--- config.mk ---
export PLATFORM = sky130hd
export DESIGN_NAME = mc_ctrl_fsm_flat
export DESIGN_NICKNAME = d
export VERILOG_FILES = /design/src/rtl/mc_ctrl_fsm_if.sv /design/src/rtl/mc_ctrl_fsm.sv /design/src/flat_wrapper.sv
export SDC_FILE = /design/constraint.sdc
export NUM_CORES = 1
export LEC_CHECK = 0
export ABC_CLOCK_PERIOD_IN_PS = 3100
export CORE_ASPECT_RATIO = 1.1
export CORE_MARGIN = 3
export CORE_UTILIZATION = 35
export DETAILED_ROUTE_END_ITERATION = 8
export GPL_ROUTABILITY_DRIVEN = 0
export HOLD_SLACK_MARGIN = 0.06
export SYNTH_ARGS = -nofsm -noshare
export SYNTH_HDL_FRONTEND = slang
export SYNTH_SLANG_ARGS = --single-unit
--- constraint.sdc ---
create_clock -name clk -period 3.1 [get_ports clk]
set_clock_uncertainty 0.2 [all_clocks]
set_input_delay 0.31 -clock clk [delete_from_list [all_inputs] [get_ports clk]]
set_output_delay 0.31 -clock clk [all_outputs]
set_load 0.02 [all_outputs]
--- src/rtl/mc_ctrl_fsm_if.sv ---
// rtl/mc_ctrl_fsm_if.sv - control and handshake bundle between mc_ctrl_fsm and the MIPS datapath
interface mc_ctrl_fsm_if;
    logic       start_i;
    logic       stop_i;
    logic [5:0] op_i;
    logic [5:0] funct_i;
    logic       zero;
    logic       mem_ready_i;
    logic       pc_write;
    logic       ir_write;
    logic       mem_read;
    logic       mem_write;
    logic       iord;
    logic       reg_write;
    logic       reg_dst;
    logic       mem_to_reg;
    logic       alu_srca;
    logic [1:0] alu_srcb;
    logic [3:0] alu_op;
    logic [1:0] pc_src;
    logic       busy_o;
    logic       err_o;
    logic [1:0] err_code;

    modport master (
        input  start_i, stop_i, op_i, funct_i, zero, mem_ready_i,
        output pc_write, ir_write, mem_read, mem_write, iord, reg_write, reg_dst,
               mem_to_reg, alu_srca, alu_srcb, alu_op, pc_src, busy_o, err_o, err_code
    );

    modport slave (
        output start_i, stop_i, op_i, funct_i, zero, mem_ready_i,
        input  pc_write, ir_write, mem_read, mem_write, iord, reg_write, reg_dst,
               mem_to_reg, alu_srca, alu_srcb, alu_op, pc_src, busy_o, err_o, err_code
    );
endinterface

--- src/rtl/mc_ctrl_fsm.sv ---
// rtl/mc_ctrl_fsm.sv - multicycle MIPS control sequencer with memory ready handshake, watchdog and sticky error
// Optional feature macro: MC_CTRL_BNE_EN (adds the bne instruction, op 0x05).
module mc_ctrl_fsm #(
    parameter int unsigned MEM_TIMEOUT = 255
) (
    input logic           clk,
    input logic           rst_n,
    mc_ctrl_fsm_if.master bus
);
`ifdef MC_CTRL_BNE_EN
    localparam bit BNE_EN = 1'b1;
`else
    localparam bit BNE_EN = 1'b0;
`endif

    // The cycle that would bring the wait count to MEM_TIMEOUT is the deciding cycle.
    localparam logic [15:0] WAIT_LIMIT = 16'(MEM_TIMEOUT - 1);

    localparam logic [3:0] ALU_AND = 4'b0000;
    localparam logic [3:0] ALU_OR  = 4'b0001;
    localparam logic [3:0] ALU_ADD = 4'b0010;
    localparam logic [3:0] ALU_SUB = 4'b0110;
    localparam logic [3:0] ALU_SLT = 4'b0111;

    localparam logic [5:0] OP_RTYPE = 6'h00;
    localparam logic [5:0] OP_J     = 6'h02;
    localparam logic [5:0] OP_BEQ   = 6'h04;
    localparam logic [5:0] OP_BNE   = 6'h05;
    localparam logic [5:0] OP_ADDI  = 6'h08;
    localparam logic [5:0] OP_LW    = 6'h23;
    localparam logic [5:0] OP_SW    = 6'h2B;

    localparam logic [1:0] ERR_NONE    = 2'b00;
    localparam logic [1:0] ERR_OP      = 2'b01;
    localparam logic [1:0] ERR_FUNCT   = 2'b10;
    localparam logic [1:0] ERR_TIMEOUT = 2'b11;

    typedef enum logic [3:0] {
        S_IDLE, S_FETCH, S_DECODE, S_MEMADR, S_MEMRD, S_MEMWB, S_MEMWR,
        S_RTYPE_EX, S_RTYPE_WB, S_ADDI_EX, S_ADDI_WB, S_BEQ, S_BNE, S_JUMP, S_ERROR
    } state_t;

    state_t      state;
    state_t      state_next;
    state_t      boundary_next;
    logic [15:0] wait_cnt;
    logic [1:0]  err_q;
    logic [1:0]  err_next;
    logic [3:0]  rtype_alu_q;
    logic        funct_ok;
    logic [3:0]  funct_alu;
    logic        wait_state;
    logic        timeout;

    always_comb begin
        funct_ok  = 1'b1;
        funct_alu = ALU_AND;
        case (bus.funct_i)
            6'h20:   funct_alu = ALU_ADD;
            6'h22:   funct_alu = ALU_SUB;
            6'h24:   funct_alu = ALU_AND;
            6'h25:   funct_alu = ALU_OR;
            6'h2A:   funct_alu = ALU_SLT;
            default: funct_ok  = 1'b0;
        endcase
    end

    assign wait_state    = (state == S_FETCH) || (state == S_MEMRD) || (state == S_MEMWR);
    assign timeout       = wait_state && !bus.mem_ready_i && (wait_cnt == WAIT_LIMIT);
    assign boundary_next = bus.stop_i ? S_IDLE : S_FETCH;

    always_ff @(posedge clk) begin
        if (!rst_n) begin
            state       <= S_IDLE;
            wait_cnt    <= '0;
            err_q       <= ERR_NONE;
            rtype_alu_q <= ALU_AND;
        end else begin
            state <= state_next;
            if (state_next != state)
                wait_cnt <= '0;
            else if (wait_state && !bus.mem_ready_i)
                wait_cnt <= wait_cnt + 16'd1;
            if ((state_next == S_ERROR) && (state != S_ERROR))
                err_q <= err_next;
            // funct may change once the write-back starts; keep the decoded operation
            if (state == S_RTYPE_EX)
                rtype_alu_q <= funct_alu;
        end
    end

    always_comb begin
        state_next = state;
        err_next   = ERR_NONE;
        case (state)
            S_IDLE:  if (bus.start_i) state_next = S_FETCH;
            S_FETCH: begin
                if (bus.mem_ready_i) state_next = S_DECODE;
                else if (timeout) begin
                    state_next = S_ERROR;
                    err_next   = ERR_TIMEOUT;
                end
            end
            S_DECODE: begin
                case (bus.op_i)
                    OP_RTYPE:      state_next = S_RTYPE_EX;
                    OP_ADDI:       state_next = S_ADDI_EX;
                    OP_LW, OP_SW:  state_next = S_MEMADR;
                    OP_BEQ:        state_next = S_BEQ;
                    OP_J:          state_next = S_JUMP;
                    OP_BNE: begin
                        if (BNE_EN) state_next = S_BNE;
                        else begin
                            state_next = S_ERROR;
                            err_next   = ERR_OP;
                        end
                    end
                    default: begin
                        state_next = S_ERROR;
                        err_next   = ERR_OP;
                    end
                endcase
            end
            S_MEMADR: begin
                if (bus.op_i == OP_LW)      state_next = S_MEMRD;
                else if (bus.op_i == OP_SW) state_next = S_MEMWR;
                else begin
                    state_next = S_ERROR;
                    err_next   = ERR_OP;
                end
            end
            S_MEMRD: begin
                if (bus.mem_ready_i) state_next = S_MEMWB;
                else if (timeout) begin
                    state_next = S_ERROR;
                    err_next   = ERR_TIMEOUT;
                end
            end
            S_MEMWR: begin
                if (bus.mem_ready_i) state_next = boundary_next;
                else if (timeout) begin
                    state_next = S_ERROR;
                    err_next   = ERR_TIMEOUT;
                end
            end
            S_RTYPE_EX: begin
                if (funct_ok) state_next = S_RTYPE_WB;
                else begin
                    state_next = S_ERROR;
                    err_next   = ERR_FUNCT;
                end
            end
            S_ADDI_EX: state_next = S_ADDI_WB;
            S_MEMWB, S_RTYPE_WB, S_ADDI_WB, S_BEQ, S_BNE, S_JUMP: state_next = boundary_next;
            S_ERROR:   state_next = S_ERROR;
            default:   state_next = S_IDLE;
        endcase
    end

    always_comb begin
        bus.pc_write   = 1'b0;
        bus.ir_write   = 1'b0;
        bus.mem_read   = 1'b0;
        bus.mem_write  = 1'b0;
        bus.iord       = 1'b0;
        bus.reg_write  = 1'b0;
        bus.reg_dst    = 1'b0;
        bus.mem_to_reg = 1'b0;
        bus.alu_srca   = 1'b0;
        bus.alu_srcb   = 2'b00;
        bus.alu_op     = ALU_AND;
        bus.pc_src     = 2'b00;
        case (state)
            S_FETCH: begin
                bus.mem_read = 1'b1;
                bus.alu_srcb = 2'b01;
                bus.alu_op   = ALU_ADD;
                bus.pc_write = bus.mem_ready_i;
                bus.ir_write = bus.mem_ready_i;
            end
            S_DECODE: begin
                bus.alu_srcb = 2'b11;
                bus.alu_op   = ALU_ADD;
            end
            S_MEMADR, S_ADDI_EX: begin
                bus.alu_srca = 1'b1;
                bus.alu_srcb = 2'b10;
                bus.alu_op   = ALU_ADD;
            end
            S_MEMRD: begin
                bus.mem_read = 1'b1;
                bus.iord     = 1'b1;
            end
            S_MEMWR: begin
                bus.mem_write = 1'b1;
                bus.iord      = 1'b1;
            end
            S_MEMWB: begin
                bus.reg_write  = 1'b1;
                bus.mem_to_reg = 1'b1;
            end
            S_RTYPE_EX: begin
                bus.alu_srca = 1'b1;
                bus.alu_op   = funct_alu;
            end
            S_RTYPE_WB: begin
                bus.reg_write = 1'b1;
                bus.reg_dst   = 1'b1;
                bus.alu_op    = rtype_alu_q;
            end
            S_ADDI_WB: bus.reg_write = 1'b1;
            S_BEQ, S_BNE: begin
                bus.alu_srca = 1'b1;
                bus.alu_op   = ALU_SUB;
                bus.pc_src   = 2'b01;
                bus.pc_write = (state == S_BEQ) ? bus.zero : ~bus.zero;
            end
            S_JUMP: begin
                bus.pc_src   = 2'b10;
                bus.pc_write = 1'b1;
            end
            default: ;
        endcase
        bus.busy_o   = (state != S_IDLE) && (state != S_ERROR);
        bus.err_o    = (state == S_ERROR);
        bus.err_code = err_q;
    end
endmodule

--- src/flat_wrapper.sv ---
// flat-port wrapper written by rule: the top's interface ports become plain ports
module mc_ctrl_fsm_flat 
#(
    parameter int unsigned MEM_TIMEOUT = 255
)
  (clk, rst_n, bus_start_i, bus_stop_i, bus_op_i, bus_funct_i, bus_zero, bus_mem_ready_i, bus_pc_write, bus_ir_write, bus_mem_read, bus_mem_write, bus_iord, bus_reg_write, bus_reg_dst, bus_mem_to_reg, bus_alu_srca, bus_alu_srcb, bus_alu_op, bus_pc_src, bus_busy_o, bus_err_o, bus_err_code);
  mc_ctrl_fsm_if bus_i ();
  input logic clk;
  input logic rst_n;
  input wire logic [$bits(bus_i.start_i)-1:0] bus_start_i;
  input wire logic [$bits(bus_i.stop_i)-1:0] bus_stop_i;
  input wire logic [$bits(bus_i.op_i)-1:0] bus_op_i;
  input wire logic [$bits(bus_i.funct_i)-1:0] bus_funct_i;
  input wire logic [$bits(bus_i.zero)-1:0] bus_zero;
  input wire logic [$bits(bus_i.mem_ready_i)-1:0] bus_mem_ready_i;
  output wire logic [$bits(bus_i.pc_write)-1:0] bus_pc_write;
  output wire logic [$bits(bus_i.ir_write)-1:0] bus_ir_write;
  output wire logic [$bits(bus_i.mem_read)-1:0] bus_mem_read;
  output wire logic [$bits(bus_i.mem_write)-1:0] bus_mem_write;
  output wire logic [$bits(bus_i.iord)-1:0] bus_iord;
  output wire logic [$bits(bus_i.reg_write)-1:0] bus_reg_write;
  output wire logic [$bits(bus_i.reg_dst)-1:0] bus_reg_dst;
  output wire logic [$bits(bus_i.mem_to_reg)-1:0] bus_mem_to_reg;
  output wire logic [$bits(bus_i.alu_srca)-1:0] bus_alu_srca;
  output wire logic [$bits(bus_i.alu_srcb)-1:0] bus_alu_srcb;
  output wire logic [$bits(bus_i.alu_op)-1:0] bus_alu_op;
  output wire logic [$bits(bus_i.pc_src)-1:0] bus_pc_src;
  output wire logic [$bits(bus_i.busy_o)-1:0] bus_busy_o;
  output wire logic [$bits(bus_i.err_o)-1:0] bus_err_o;
  output wire logic [$bits(bus_i.err_code)-1:0] bus_err_code;
  assign bus_i.start_i = bus_start_i;
  assign bus_i.stop_i = bus_stop_i;
  assign bus_i.op_i = bus_op_i;
  assign bus_i.funct_i = bus_funct_i;
  assign bus_i.zero = bus_zero;
  assign bus_i.mem_ready_i = bus_mem_ready_i;
  assign bus_pc_write = bus_i.pc_write;
  assign bus_ir_write = bus_i.ir_write;
  assign bus_mem_read = bus_i.mem_read;
  assign bus_mem_write = bus_i.mem_write;
  assign bus_iord = bus_i.iord;
  assign bus_reg_write = bus_i.reg_write;
  assign bus_reg_dst = bus_i.reg_dst;
  assign bus_mem_to_reg = bus_i.mem_to_reg;
  assign bus_alu_srca = bus_i.alu_srca;
  assign bus_alu_srcb = bus_i.alu_srcb;
  assign bus_alu_op = bus_i.alu_op;
  assign bus_pc_src = bus_i.pc_src;
  assign bus_busy_o = bus_i.busy_o;
  assign bus_err_o = bus_i.err_o;
  assign bus_err_code = bus_i.err_code;
  mc_ctrl_fsm #(.MEM_TIMEOUT(MEM_TIMEOUT)) u_core (.clk(clk), .rst_n(rst_n), .bus(bus_i));
endmodule
==> impl_metrics.ini, run 1 <==
[logic_synthesis]
yosysTopAreaCell = dfxtp_1
synth_common_cells = 45 x nor2_1, 25 x dfxtp_1, 19 x nand3_1
yosysMostFrequentCell = nor2_1
synth_area_mm2 = 0.00212
synth-seq-area-share = 0.236
synth_enable_flop_cells = 0
yosysUniqueCellTypes = 71
synth_top_area_frac = 0.236
yosys-top-cells-area = dfxtp_1 24%, nor2_1 8.0%, nand3_1 4.5%
syn_area_per_cell_um2 = 7.80
ys_seq_elements = 25
syn-num-nets = 292
synth_top_flop_cell = dfxtp_1
synthArstFlopShare = 0
synthCells = 272
yosysWarnings = 0

[global_route]
antenna_found_initial = 0
overflow = 0
grt_pass1_vias = 2045
grt_max_degree = 17
grt_pass1_wl_mm = 9.85
grtUsageTotal = 0.176

[power_and_ir_drop]
power.leakage_nw = 0.942
irDropWorstVdd_mv = 0.425
power_density_mw_per_mm2 = 690

[cells_and_area]
multiInputGateArea_mm2 = 0.00149
fill_cells = 591
instances_no_fill = 388
area_growth_pct = 25.7
regArea_um2 = 500
final_nets = 332
drive_gt1_frac = 0.129
antennaDiodeCount = 0

[clock_network]
postCtsSetupBuffers = 0
clkTransAtPathRegs_ns = 0.10
h-tree-depth = 1
ctsHoldBuffers = 0
clk_path_buf_depth = 2
cts_root_buf = clkbuf_8
cts_made_buffers = 3
cts_tree = yes
clkLatencyLatePin_ns = 0.29
numClockSinks = 25
cts_resized = 0

[hold_path]
hp-class = reg2reg
whs_path_depth = 2
hp-start = u_core.rtype_alu_q[2]$_SDFFE_PN0P_
worstHoldEndpoint = u_core.rtype_alu_q[2]$_SDFFE_PN0P_

[critical_path]
worstPathRequired_ns = 2.59
r2r_start = u_core.state[0]$_SDFF_PN0_
cpLargestDelayFamily = simple AND/OR/NAND/NOR gates
crit_chain = nand2_1, nor2_1, nand3_1, o211ai_1, clkdlybuf4s50_1
r2r_end = u_core.wait_cnt[15]$_SDFFE_PP0P_
cp_max_fo = 12
critical_path_buf_inv_count = 1
path_class = reg2out
cp.depth = 5
slowest_stage = dfxtp_1
cp-start-kind = flop
slowest_delay_ns = 0.63
rrSetupSlack_ns = 0.36
critPathArrivalTime_ns = 2.48
crit_path_end_kind = output port
crit_path_start = u_core.state[0]$_SDFF_PN0_
reg2reg_depth = 5

[die]
num_rows = 29
die_w_um = 80.2
dieArea_mm2 = 0.00703
die_h_um = 87.7
io_pins = 39
core_area_mm2 = 0.00581
start_util = 0.366

[place]
detailedPlace.worstSlack_ns = 0.149
post-dp-hpwl_mm = 4.33
dp.cells = 384
port_buffers = 37

[timing]
hold_violations = 0
setup_viol = 0
fmax_ghz = 0.334
fin_crit_ns = 2.99
relSlewSlack = 0.547
grt_setup_unrepaired = false
min_period_over_period = 0.965
drv_slew = 0
tns_ns = 0
fin_ws_ns = 0.109
worst_slew_pin_slew_ns = 0.680

[run]
maxCapViolCount = 0

[routing]
wl_per_cell_um = 14.9
final_antenna_net_count = 0
post-route-drc-count = 0
drt_iter0_drc = 98
first_pass_iters = 4
wl_mm = 5.79
vias = 2144
viasPerCell = 5.53

[run_status]
status = complete, no violations
## logic make-up after synthesis
group	Yosys count	synth area share
flip-flops	25	0.236
multiplexers	1	0.00472
AO/OA/AOI/OAI	60	0.235
adder cells (fa/ha/maj)	2	0.0118
XOR/XNOR	16	0.0660
other	1	0.00177
AND/OR/NAND/NOR	140	0.377
buffers and inverters	27	0.0678
## through the flow
step / utilization / power (mW) / hold slack, ns / area (µm²)
after global routing: 0.459 / 1.98 / 0.293 / 2670
after CTS: 0.458 / 1.85 / 0.268 / 2660
after floorplan: - / 1.27 / 0.237 / 2120
after global placement: 0.449 / 1.63 / 0.251 / 2610
after detailed placement: 0.449 / 1.62 / 0.252 / 2610
final: 0.459 / 1.84 / 0.273 / 2670
## how the worst max path moves through the flow
stage	slack [ns]	to
4_1_cts	0.13	bus_alu_op[2]
5_1_grt	0.02	bus_alu_op[2]
3_5_place_dp	0.15	u_core.wait_cnt[13]$_SDFFE_PP0P_
6_report	0.11	bus_alu_op[2]
3_3_place_gp	0.23	u_core.wait_cnt[7]$_SDFFE_PP0P_
2_1_floorplan	0.85	bus_alu_op[0]
## registers in the layout (all words and copies together) (netlist names)
name and cells:
u_core.bus.err_code 2, u_core.rtype_alu_q 3, u_core.state 4, u_core.wait_cnt 16
## tightest hold or removal path, cell delays in order (launching register included)
cell and delay (ns):
dfxtp_1 0.32, nand2_1 0.05, a21oi_1 0.06
## cells in the final DEF, fill, tap and decap left out, drive strengths merged, types with 5 or more instances in the layout
master         count
a211oi             6
a21oi             12
buf               15
clkdlybuf4s50     37
dfxtp             25
inv               10
nand2             18
nand2b             8
nand3             20
nor2              45
nor3              10
nor4               5
nor4bb             6
o21ai             13
xnor2              8
xor2               8
## routing by layer
metal / vias to the layer above / GRT usage / wire [µm]
li1: 1065 / - / -
met1: 1009 / 0.222 / 2570
met2: 61 / 0.291 / 2830
met3: 9 / 0.0422 / 294
met4: 0 / 0.0661 / 98
met5: - / 0 / 0
## power by group
part / leakage (nW) / internal (mW) / switching [mW] / total [mW]
Combinational: 0.718 / 0.515 / 0.694 / 1.21
Sequential: 0.202 / 0.344 / 0.0730 / 0.417
Clock: 0.0217 / 0.0918 / 0.124 / 0.216
Total: 0.942 / 0.950 / 0.891 / 1.84
## layout make-up
| cell class | count | share of cell area |
|---|---|---|
| sequential | 25 | 0.188 |
| timing repair buffer | 52 | 0.186 |
| clock inverter | 1 | 0.00281 |
| clock buffer | 3 | 0.0155 |
| multi-input combinational | 220 | 0.558 |
| inverter | 10 | 0.0141 |
| tap | 77 | 0.0361 |
(Power assumes the default switching activity.)
==> run 2, diff against run 1 <==
- CAP_MARGIN: not set -> 20
- CTS_BUF_LIST: not set -> sky130_fd_sc_hd__clkbuf_4 sky130_fd_sc_hd__clkbuf_8
==> results of run 2 <==
Same layout as run 1: the final DEF is identical, and so are final timing and power.
==> run 3, diff against run 2 <==
- CORE_ASPECT_RATIO: 1.1 -> 1.25
- SLEW_MARGIN: not set -> 20
==> impl_metrics.ini, run 3 (synthesized netlist as in run 1, its figures left out) <==
[run_status]
status = complete, no violations

[critical_path]
cp_max_fo = 14
crit_path_end_kind = output port
worstPathRequired_ns = 2.59
r2r_start = u_core.state[2]$_SDFF_PN0_
crit_path_start = u_core.state[0]$_SDFF_PN0_
critPathArrivalTime_ns = 2.29
rrSetupSlack_ns = 0.52
cp.depth = 5
cp-endpoint = bus_alu_srcb[1]
cp-start-kind = flop
slowest_stage = clkdlybuf4s50_1
r2r_end = u_core.wait_cnt[7]$_SDFFE_PP0P_
slowest_delay_ns = 0.63
critical_path_buf_inv_count = 2
path_class = reg2out
cpLargestDelayFamily = buffers and inverters
reg2reg_depth = 7
crit_chain = buf_4, nand2b_1, or2_2, a21oi_1, clkdlybuf4s50_1

[cells_and_area]
top_regs = u_core.wait_cnt: 16 flops, u_core.state: 4 flops, u_core.rtype_alu_q: 3 flops
layout.cells.most_common = nor2_1
drive_gt1_frac = 0.136
final_cell_mix = 45 x nor2_1, 37 x clkdlybuf4s50_1, 22 x dfxtp_1
area_growth_pct = 23.6
antennaDiodeCount = 0
largest_reg_flops = 16
largest_register = u_core.wait_cnt
fin_area_mm2 = 0.00262
final_nets = 330

[routing]
drt_iter0_drc = 85
first_pass_iters = 5
final_antenna_net_count = 0
wl_per_cell_um = 15.5
post-route-drc-count = 0
wl_mm = 5.83
viasPerCell = 5.66
vias = 2123

[clock_network]
clkTransAtPathRegs_ns = 0.10
clk_path_buf_depth = 2
cts_root_buf = clkbuf_8
postCtsSetupBuffers = 0
clkLatencyLatePin_ns = 0.29
cts_tree = yes
h-tree-depth = 1
cts_resized = 0
ctsHoldBuffers = 0
cts_made_buffers = 3
numClockSinks = 25

[timing]
drv_slew = 0
grt_setup_unrepaired = false
timing.hold.ws_ns = 0.267
relSlewSlack = 0.568
fin_crit_ns = 2.80
tns_ns = 0
fmax_ghz = 0.357
setup_viol = 0
fin_ws_ns = 0.303
min_period_over_period = 0.902
hold_violations = 0
worst_slew_pin_slew_ns = 0.643

[global_route]
antenna_found_initial = 0
grt_pass1_wl_mm = 9.47
grt_pass1_vias = 1999
grtUsageTotal = 0.171
grt_max_degree = 19
overflow = 0

[run]
maxCapViolCount = 0

[die]
num_rows = 31
die_h_um = 93.1
dieArea_mm2 = 0.00704
start_util = 0.365
io_pins = 39
die_w_um = 75.6
core_area_mm2 = 0.00582

[place]
detailedPlace.worstSlack_ns = 0.253
post-dp-hpwl_mm = 4.44
placed_area_mm2 = 0.00257
port_buffers = 37

[power_and_ir_drop]
power.leakage_nw = 0.932
total_power_mw = 1.82
irDropWorstVdd_mv = 0.384
power_density_mw_per_mm2 = 693

[hold_path]
hp-class = reg2reg
-- run 3: worst min-delay path by stage --
stage | from | endpoint | slack, ns | cells past startpoint
global placement | u_core.rtype_alu_q[2]$_SDFFE_PN0P_ | u_core.rtype_alu_q[2]$_SDFFE_PN0P_ | 0.25 | 2
finish | u_core.rtype_alu_q[2]$_SDFFE_PN0P_ | u_core.rtype_alu_q[2]$_SDFFE_PN0P_ | 0.27 | 2
global route | u_core.rtype_alu_q[2]$_SDFFE_PN0P_ | u_core.rtype_alu_q[2]$_SDFFE_PN0P_ | 0.29 | 2
detailed placement | u_core.rtype_alu_q[2]$_SDFFE_PN0P_ | u_core.rtype_alu_q[2]$_SDFFE_PN0P_ | 0.25 | 2
floorplan | u_core.rtype_alu_q[2]$_SDFFE_PN0P_ | u_core.rtype_alu_q[2]$_SDFFE_PN0P_ | 0.24 | 2
CTS | u_core.rtype_alu_q[2]$_SDFFE_PN0P_ | u_core.rtype_alu_q[2]$_SDFFE_PN0P_ | 0.27 | 2
-- run 3: per-stage QoR --
| step | utilization | instances |
|---|---|---|
| floorplan | - | 272 |
| global placement | 0.441 | 371 |
| detailed placement | 0.441 | 371 |
| CTS | 0.449 | 375 |
| global route | 0.451 | 375 |
| finish | 0.451 | 375 |
-- run 3: final cells by class --
cell class,instances,area (µm²)
clock buffers,3,41.3
clock inverters,1,7.51
fillers,588,3190
inverters,10,37.5
multi-input cells,220,1480
flip-flops and latches,25,504
well taps,66,82.6
repair buffers,50,468
-- run 3: power by group --
group | internal (mW) | switching, mW
Sequential | 0.348 | 0.0936
Clock | 0.0916 | 0.123
Combinational | 0.495 | 0.666
-- run 3: worst min-delay path: cells and delay by family, from the launching register on --
kind	cells	cell delay [ns]
AOI/OAI and AO/OA	1	0.05
DFF	1	0.33
and+or+nand+nor	1	0.05
-- run 3: metal layers --
layer,global-route usage,share of wire,vias to the layer above
li1,-,-,1062
met1,0.209,0.42,1008
met2,0.293,0.51,42
met3,0.0366,0.042,11
met4,0.0510,0.021,0
met5,0,0,-
